File: src/rtl/rgmii_frame_tx_if.sv
// Control, payload stream and RGMII transmit signals of one frame transmitter.
interface rgmii_frame_tx_if;
   logic        start;
   logic [10:0] len;
   logic [7:0]  s_data;
   logic        s_valid;
   logic        s_ready;
   logic        busy;
   logic        done;
   logic        underrun;
   logic        txctl;
   logic [3:0]  txd;

   modport master (
      output start, len, s_data, s_valid,
      input  s_ready, busy, done, underrun, txctl, txd
   );

   modport slave (
      input  start, len, s_data, s_valid,
      output s_ready, busy, done, underrun, txctl, txd
   );
endinterface

File: src/rtl/rgmii_frame_tx.sv
// Ethernet frame transmitter on RGMII: preamble, SFD, fixed header, stream or
// pattern payload, zero padding, CRC-32 FCS and an enforced inter-frame gap.
module rgmii_frame_tx #(
   parameter logic [47:0] DST_MAC      = 48'h1919_08bf_b8da,
   parameter logic [47:0] SRC_MAC      = 48'h8800_0088_dab8,
   parameter logic [15:0] ETHERTYPE    = 16'hbf08,
   parameter int unsigned MAX_PAYLOAD  = 1500,
   parameter int unsigned IFG          = 12,
   parameter int unsigned PAYLOAD_MODE = 0
) (
   input logic             clk125_i,
   input logic             rst_i,
   rgmii_frame_tx_if.slave tx_if
);

   localparam int unsigned MIN_PAY  = 46;
   localparam int unsigned HDR_LEN  = 14;
   localparam int unsigned PRE_LEN  = 7;
   localparam int unsigned FCS_LEN  = 4;
   localparam int unsigned SPAN_A   = (MAX_PAYLOAD > MIN_PAY) ? MAX_PAYLOAD : MIN_PAY;
   localparam int unsigned CNT_SPAN = (SPAN_A > IFG) ? SPAN_A : IFG;
   localparam int unsigned CW       = $clog2(CNT_SPAN + 1);

   localparam logic [CW-1:0]  MAX_L = CW'(MAX_PAYLOAD);
   localparam logic [111:0]   HDR   = {DST_MAC, SRC_MAC, ETHERTYPE};

   localparam logic [2:0] S_IDLE = 3'd0;
   localparam logic [2:0] S_PRE  = 3'd1;
   localparam logic [2:0] S_SFD  = 3'd2;
   localparam logic [2:0] S_HDR  = 3'd3;
   localparam logic [2:0] S_PAY  = 3'd4;
   localparam logic [2:0] S_PAD  = 3'd5;
   localparam logic [2:0] S_FCS  = 3'd6;
   localparam logic [2:0] S_GAP  = 3'd7;

   logic [2:0]    state_q, state_d;
   logic [CW-1:0] cnt_q, cnt_d;
   logic [CW-1:0] len_q, len_d;
   logic [31:0]   crc_q, crc_d;
   logic          err_q, err_d;
   logic [7:0]    txd_q, txd_d;
   logic          txctl_q, txctl_d;
   logic          s_ready_q, s_ready_d;
   logic          busy_q, busy_d;
   logic          done_q, done_d;
   logic          underrun_q, underrun_d;

   logic [CW-1:0] len_clamp_c;
   logic [7:0]    hdr_byte_c;
   logic [7:0]    fcs_byte_c;
   logic          pad_last_c;
   logic          crc_en_c;

   // Reflected CRC-32, one byte LSB first.
   function automatic logic [31:0] crc_step(input logic [31:0] crc, input logic [7:0] data);
      logic [31:0] c;
      c = crc;
      for (int b = 0; b < 8; b++) begin
         c = (c[0] ^ data[b]) ? ((c >> 1) ^ 32'hEDB8_8320) : (c >> 1);
      end
      return c;
   endfunction

   assign len_clamp_c = (32'(tx_if.len) > MAX_PAYLOAD) ? MAX_L : CW'(tx_if.len);
   assign pad_last_c  = (cnt_q + len_q) == CW'(MIN_PAY - 1);

   always_comb begin
      hdr_byte_c = 8'h00;
      for (int i = 0; i < 14; i++) begin
         if (cnt_q == CW'(i)) hdr_byte_c = HDR[8*(13-i) +: 8];
      end
   end

   // An underrun anywhere in the frame forces a bad FCS.
   always_comb begin
      case (cnt_q[1:0])
         2'd0:    fcs_byte_c = crc_q[7:0];
         2'd1:    fcs_byte_c = crc_q[15:8];
         2'd2:    fcs_byte_c = crc_q[23:16];
         default: fcs_byte_c = crc_q[31:24];
      endcase
      fcs_byte_c = ~fcs_byte_c ^ {8{err_q}};
   end

   always_ff @(posedge clk125_i or posedge rst_i) begin
      if (rst_i) begin
         state_q    <= S_IDLE;
         cnt_q      <= '0;
         len_q      <= '0;
         crc_q      <= 32'hFFFF_FFFF;
         err_q      <= 1'b0;
         txd_q      <= 8'h00;
         txctl_q    <= 1'b0;
         s_ready_q  <= 1'b0;
         busy_q     <= 1'b0;
         done_q     <= 1'b0;
         underrun_q <= 1'b0;
      end else begin
         state_q    <= state_d;
         cnt_q      <= cnt_d;
         len_q      <= len_d;
         crc_q      <= crc_d;
         err_q      <= err_d;
         txd_q      <= txd_d;
         txctl_q    <= txctl_d;
         s_ready_q  <= s_ready_d;
         busy_q     <= busy_d;
         done_q     <= done_d;
         underrun_q <= underrun_d;
      end
   end

   // state_q/cnt_q name the byte that is registered onto txd at the next edge.
   always_comb begin
      state_d    = state_q;
      cnt_d      = cnt_q + CW'(1);
      len_d      = len_q;
      crc_d      = crc_q;
      err_d      = err_q;
      txd_d      = 8'h00;
      txctl_d    = 1'b1;
      underrun_d = 1'b0;
      crc_en_c   = 1'b0;

      case (state_q)
         S_IDLE: begin
            txctl_d = 1'b0;
            cnt_d   = '0;
            err_d   = 1'b0;
            if (tx_if.start) begin
               state_d = S_PRE;
               len_d   = len_clamp_c;
            end
         end
         S_PRE: begin
            txd_d = 8'h55;
            if (cnt_q == CW'(PRE_LEN - 1)) begin
               state_d = S_SFD;
               cnt_d   = '0;
            end
         end
         S_SFD: begin
            txd_d   = 8'hD5;
            crc_d   = 32'hFFFF_FFFF;
            state_d = S_HDR;
            cnt_d   = '0;
         end
         S_HDR: begin
            txd_d    = hdr_byte_c;
            crc_en_c = 1'b1;
            if (cnt_q == CW'(HDR_LEN - 1)) begin
               state_d = (len_q == '0) ? S_PAD : S_PAY;
               cnt_d   = '0;
            end
         end
         S_PAY: begin
            crc_en_c = 1'b1;
            if (PAYLOAD_MODE != 0) begin
               txd_d = 8'(cnt_q);
            end else if (tx_if.s_valid) begin
               txd_d = tx_if.s_data;
            end else begin
               underrun_d = 1'b1;
               err_d      = 1'b1;
            end
            if (cnt_q == len_q - CW'(1)) begin
               state_d = (len_q < CW'(MIN_PAY)) ? S_PAD : S_FCS;
               cnt_d   = '0;
            end
         end
         S_PAD: begin
            crc_en_c = 1'b1;
            if (pad_last_c) begin
               state_d = S_FCS;
               cnt_d   = '0;
            end
         end
         S_FCS: begin
            txd_d = fcs_byte_c;
            if (cnt_q == CW'(FCS_LEN - 1)) begin
               state_d = S_GAP;
               cnt_d   = '0;
            end
         end
         S_GAP: begin
            txctl_d = 1'b0;
            if (cnt_q == CW'(IFG - 1)) begin
               cnt_d = '0;
               if (tx_if.start) begin
                  state_d = S_PRE;
                  len_d   = len_clamp_c;
                  err_d   = 1'b0;
               end else begin
                  state_d = S_IDLE;
               end
            end
         end
         default: begin
            state_d = S_IDLE;
            txctl_d = 1'b0;
            cnt_d   = '0;
         end
      endcase

      if (crc_en_c) crc_d = crc_step(crc_q, txd_d);

      s_ready_d = (state_d == S_PAY) && (PAYLOAD_MODE == 0);
      busy_d    = (state_d != S_IDLE);
      done_d    = (state_d == S_GAP) && (cnt_d == CW'(IFG - 1));
   end

   assign tx_if.s_ready  = s_ready_q;
   assign tx_if.busy     = busy_q;
   assign tx_if.done     = done_q;
   assign tx_if.underrun = underrun_q;
   assign tx_if.txctl    = txctl_q;
   assign tx_if.txd      = clk125_i ? txd_q[3:0] : txd_q[7:4];

endmodule
File: src/flat_wrapper.sv
// flat-port wrapper written by rule: the top's interface ports become plain ports
module rgmii_frame_tx_flat 
#(
   parameter logic [47:0] DST_MAC      = 48'h1919_08bf_b8da,
   parameter logic [47:0] SRC_MAC      = 48'h8800_0088_dab8,
   parameter logic [15:0] ETHERTYPE    = 16'hbf08,
   parameter int unsigned MAX_PAYLOAD  = 1500,
   parameter int unsigned IFG          = 12,
   parameter int unsigned PAYLOAD_MODE = 0
)
  (clk125_i, rst_i, tx_if_start, tx_if_len, tx_if_s_data, tx_if_s_valid, tx_if_s_ready, tx_if_busy, tx_if_done, tx_if_underrun, tx_if_txctl, tx_if_txd);
  rgmii_frame_tx_if tx_if_i ();
  input logic clk125_i;
  input logic rst_i;
  input wire logic [$bits(tx_if_i.start)-1:0] tx_if_start;
  input wire logic [$bits(tx_if_i.len)-1:0] tx_if_len;
  input wire logic [$bits(tx_if_i.s_data)-1:0] tx_if_s_data;
  input wire logic [$bits(tx_if_i.s_valid)-1:0] tx_if_s_valid;
  output wire logic [$bits(tx_if_i.s_ready)-1:0] tx_if_s_ready;
  output wire logic [$bits(tx_if_i.busy)-1:0] tx_if_busy;
  output wire logic [$bits(tx_if_i.done)-1:0] tx_if_done;
  output wire logic [$bits(tx_if_i.underrun)-1:0] tx_if_underrun;
  output wire logic [$bits(tx_if_i.txctl)-1:0] tx_if_txctl;
  output wire logic [$bits(tx_if_i.txd)-1:0] tx_if_txd;
  assign tx_if_i.start = tx_if_start;
  assign tx_if_i.len = tx_if_len;
  assign tx_if_i.s_data = tx_if_s_data;
  assign tx_if_i.s_valid = tx_if_s_valid;
  assign tx_if_s_ready = tx_if_i.s_ready;
  assign tx_if_busy = tx_if_i.busy;
  assign tx_if_done = tx_if_i.done;
  assign tx_if_underrun = tx_if_i.underrun;
  assign tx_if_txctl = tx_if_i.txctl;
  assign tx_if_txd = tx_if_i.txd;
  rgmii_frame_tx #(.DST_MAC(DST_MAC), .SRC_MAC(SRC_MAC), .ETHERTYPE(ETHERTYPE), .MAX_PAYLOAD(MAX_PAYLOAD), .IFG(IFG), .PAYLOAD_MODE(PAYLOAD_MODE)) u_core (.clk125_i(clk125_i), .rst_i(rst_i), .tx_if(tx_if_i));
endmodule
File: config.mk
export PLATFORM = sky130hd
export DESIGN_NAME = rgmii_frame_tx_flat
export DESIGN_NICKNAME = d
export VERILOG_FILES = /design/src/rtl/rgmii_frame_tx_if.sv /design/src/rtl/rgmii_frame_tx.sv /design/src/flat_wrapper.sv
export SDC_FILE = /design/constraint.sdc
export NUM_CORES = 1
export LEC_CHECK = 0
export CAP_MARGIN = 20
export CORE_MARGIN = 3
export CORE_UTILIZATION = 34
export CTS_BUF_LIST = sky130_fd_sc_hd__clkbuf_4 sky130_fd_sc_hd__clkbuf_8
export CTS_CLUSTER_SIZE = 24
export DETAILED_ROUTE_END_ITERATION = 10
export GPL_ROUTABILITY_DRIVEN = 0
export GPL_TIMING_DRIVEN = 0
export SLEW_MARGIN = 20
export SYNTH_ARGS = -nofsm -noshare
export SYNTH_HDL_FRONTEND = slang
export SYNTH_SLANG_ARGS = --single-unit
File: constraint.sdc
create_clock -name clk125_i -period 5.9 [get_ports clk125_i]
set_clock_uncertainty 0.1 [all_clocks]
set_input_delay 0.59 -clock clk125_i [delete_from_list [all_inputs] [get_ports clk125_i]]
set_output_delay 0.59 -clock clk125_i [all_outputs]
set_load 0.01 [all_outputs]
==> flow_metrics.tcl <==
set metrics [dict create \
    insertion_delay_ps 470 \
    fin_ws_ps 1240 \
    wl_per_cell_um 18.0 \
    start_util_pct 35.0 \
    async_reset_ff_share_pct 100 \
    yosysTopAreaCellShare_pct 17.5 \
    endpoint "tx_if_txd[0]" \
    drtIter0Drc 319 \
    synth.avg_cell_area_um2 9.17 \
    ys_seq_elements 71 \
    syn_inst 608 \
    first_global_vias 4722 \
    grt_usage_pct 18.2 \
    drive_gt1_share_pct 16.4 \
    design_area_um2 6430 \
    rsz0062_at_grt "false" \
    slew_viol_final 0 \
    grt_pass1_wl_um 25700 \
    report.final.setup_viol 0 \
    power_density_nw_per_um2 746 \
    crit_buf_inv 3 \
    synth_cell_type_count 84 \
    critPathMaxFanout 2 \
    die_h_um 134 \
    endpoint_kind "output port" \
    placed_area_um2 6180 \
    cts-resized-gates 0 \
    ys.flop_type "dfrtp_1" \
    power_leakage_nw 2.60 \
    finalNonFillerCells 876 \
    dp_hpwl_um 11600 \
    first_pass_iters 5 \
    hold_viol 0 \
    antenna_found_initial 0 \
    diodes 0 \
    outcome "finished clean" \
    r2r-end "u_core.crc_q[20]" \
    tightest_slew_ps 972 \
    synth_edf_count 0 \
    layout_commonest_cell "xnor2_1" \
    ant_nets 0 \
    worst_path_most_repeated_cell "clkbuf_8" \
    worst_path_max_delay_cell "clkdlybuf4s50_1" \
    synth_area_um2 5570 \
    slew_headroom_pct 34.6 \
    r2r_slack_ps 1700 \
    r2r_cells 12 \
    r2r-start "u_core.cnt_q[1]" \
    setup-tns-final_ps 0 \
    grt_max_degree 42 \
    synth.area.top_cells "dfrtp_1, dfstp_2, xnor2_1" \
    required_ps 5210 \
    viasPerCell 5.50 \
    pre_cts_ws_ps 1550 \
    holdBufCountCts 0 \
    crit_family "buffers and inverters" \
    numPortBuffers 31 \
    dp_cells 856 \
    yosys.area.top_type "dfrtp_1" \
    drc_errors 0 \
    routed_wl_um 15700 \
    cp_slowest_stage_delay_ps 480 \
    cts_setup_buffers 0 \
    via_count 4820 \
    cp_cell_sequence "clkbuf_8, clkbuf_8, mux2_2, clkdlybuf4s50_1" \
    grt.overflow.total 0 \
    final_nets 696 \
    pin_count 32 \
    fp.coreArea_um2 15900 \
    worstSetupStartpoint "clk125_i" \
    die_w_um 134 \
    cts_tree "built" \
    row_count 46 \
    hp-class "input port to async pin" \
    die-area_um2 18000 \
    syn2layout_area_growth_pct 15.3 \
    layout_common_cells "xnor2_1, a21oi_1, nor2_1" \
    critPathLaunchType "clock port" \
    yosys_warnings 0 \
    critical_path_depth 4 \
    path_clk_slew_ps 80 \
    syn_nets 649 \
    critical_path_arrival_ps 3970 \
    peakVddDrop_v 0.000352 \
    ys_seq_area_share_pct 32.6 \
    maxCapViolations 0 \
    worstSetupPathType "clock port to output port" \
]
## flip-flops by register name, summed over array words and instances, names as in the netlist
signal                 count
u_core.tx_if.s_ready       1
u_core.tx_if.underrun      1
u_core.err_q               1
u_core.crc_q              32
u_core.txd_q               8
u_core.tx_if.busy          1
u_core.cnt_q              11
u_core.len_q              11
u_core.state_q             3
u_core.tx_if.done          1
u_core.tx_if.txctl         1
## metrics by stage
stage | power, mW | hold slack, ps | utilization, %
global route | 5.13 | 408 | 40.3
floorplan | 3.55 | 382 | -
global placement | 4.19 | 395 | 38.6
finish | 4.79 | 379 | 40.3
detailed placement | 4.24 | 403 | 38.7
CTS | 4.77 | 386 | 40.3
## report_power, final
part | leakage [nW] | total, mW | switching [mW] | internal (mW)
Combinational | 1.61 | 3.28 | 1.78 | 1.51
Clock | 0.166 | 0.566 | 0.251 | 0.315
Sequential | 0.825 | 0.944 | 0.200 | 0.744
Total | 2.60 | 4.79 | 2.23 | 2.56
## layout make-up
class	count	area, um2
Multi-Input combinational cell	467	3460
Inverter	33	126
Clock buffer	19	234
Tap cell	216	270
Clock inverter	5	57.6
Sequential cell	71	1820
Fill cell	1554	9520
Timing Repair Buffer	28	290
Buffer	37	171
## synthesized netlist by cell type (all sizes together) (17+ instances only)
cell	count
clkbuf	18
buf	19
dfrtp	39
nand2	34
xnor2	64
ha	17
nor3	34
xor2	33
inv	33
nor2	49
nand3	19
a21oi	50
dfstp	32
o21ai	22
## kinds of logic (layout without fill, tap and decap cells)
family	count (synthesis)	in the layout	share of synthesized area, %
simple gates	189	189	17.8
flops	71	71	32.6
xor+xnor	102	102	19.7
mux	12	12	2.27
compound gates	146	146	18.2
fa+ha+maj	18	18	4.18
buf+inv	70	122	5.30
## layer usage
layer	GRT usage [%]	vias up	share of wire, %
met2	25.6	166	44
li1	-	2268	-
met4	7.35	0	2.3
met3	4.95	24	6.9
met5	0	-	0
met1	26.4	2362	47
## worst reg2reg max path: stages (launching register included)
cell and delay [ps]:
dfrtp_1 560, inv_1 190, ha_1 270, buf_2 240, a222oi_1 360, mux2i_1 170, xnor2_1 150, a221o_1 370
xor2_2 490, xnor3_2 600, xnor3_1 410, o22ai_1 180, a21oi_2 50
## worst min path at each step
stage | startpoint | end | slack [ps] | cells after the start
detailed placement | u_core.crc_q[30] | u_core.crc_q[30] | 400 | 2
CTS | rst_i | u_core.len_q[3] | 390 | 2
finish | rst_i | u_core.len_q[3] | 380 | 2
global placement | u_core.crc_q[29] | u_core.crc_q[29] | 390 | 2
floorplan | u_core.crc_q[29] | u_core.crc_q[29] | 380 | 2
global route | rst_i | u_core.len_q[3] | 410 | 2
(Power assumes the default switching activity.)
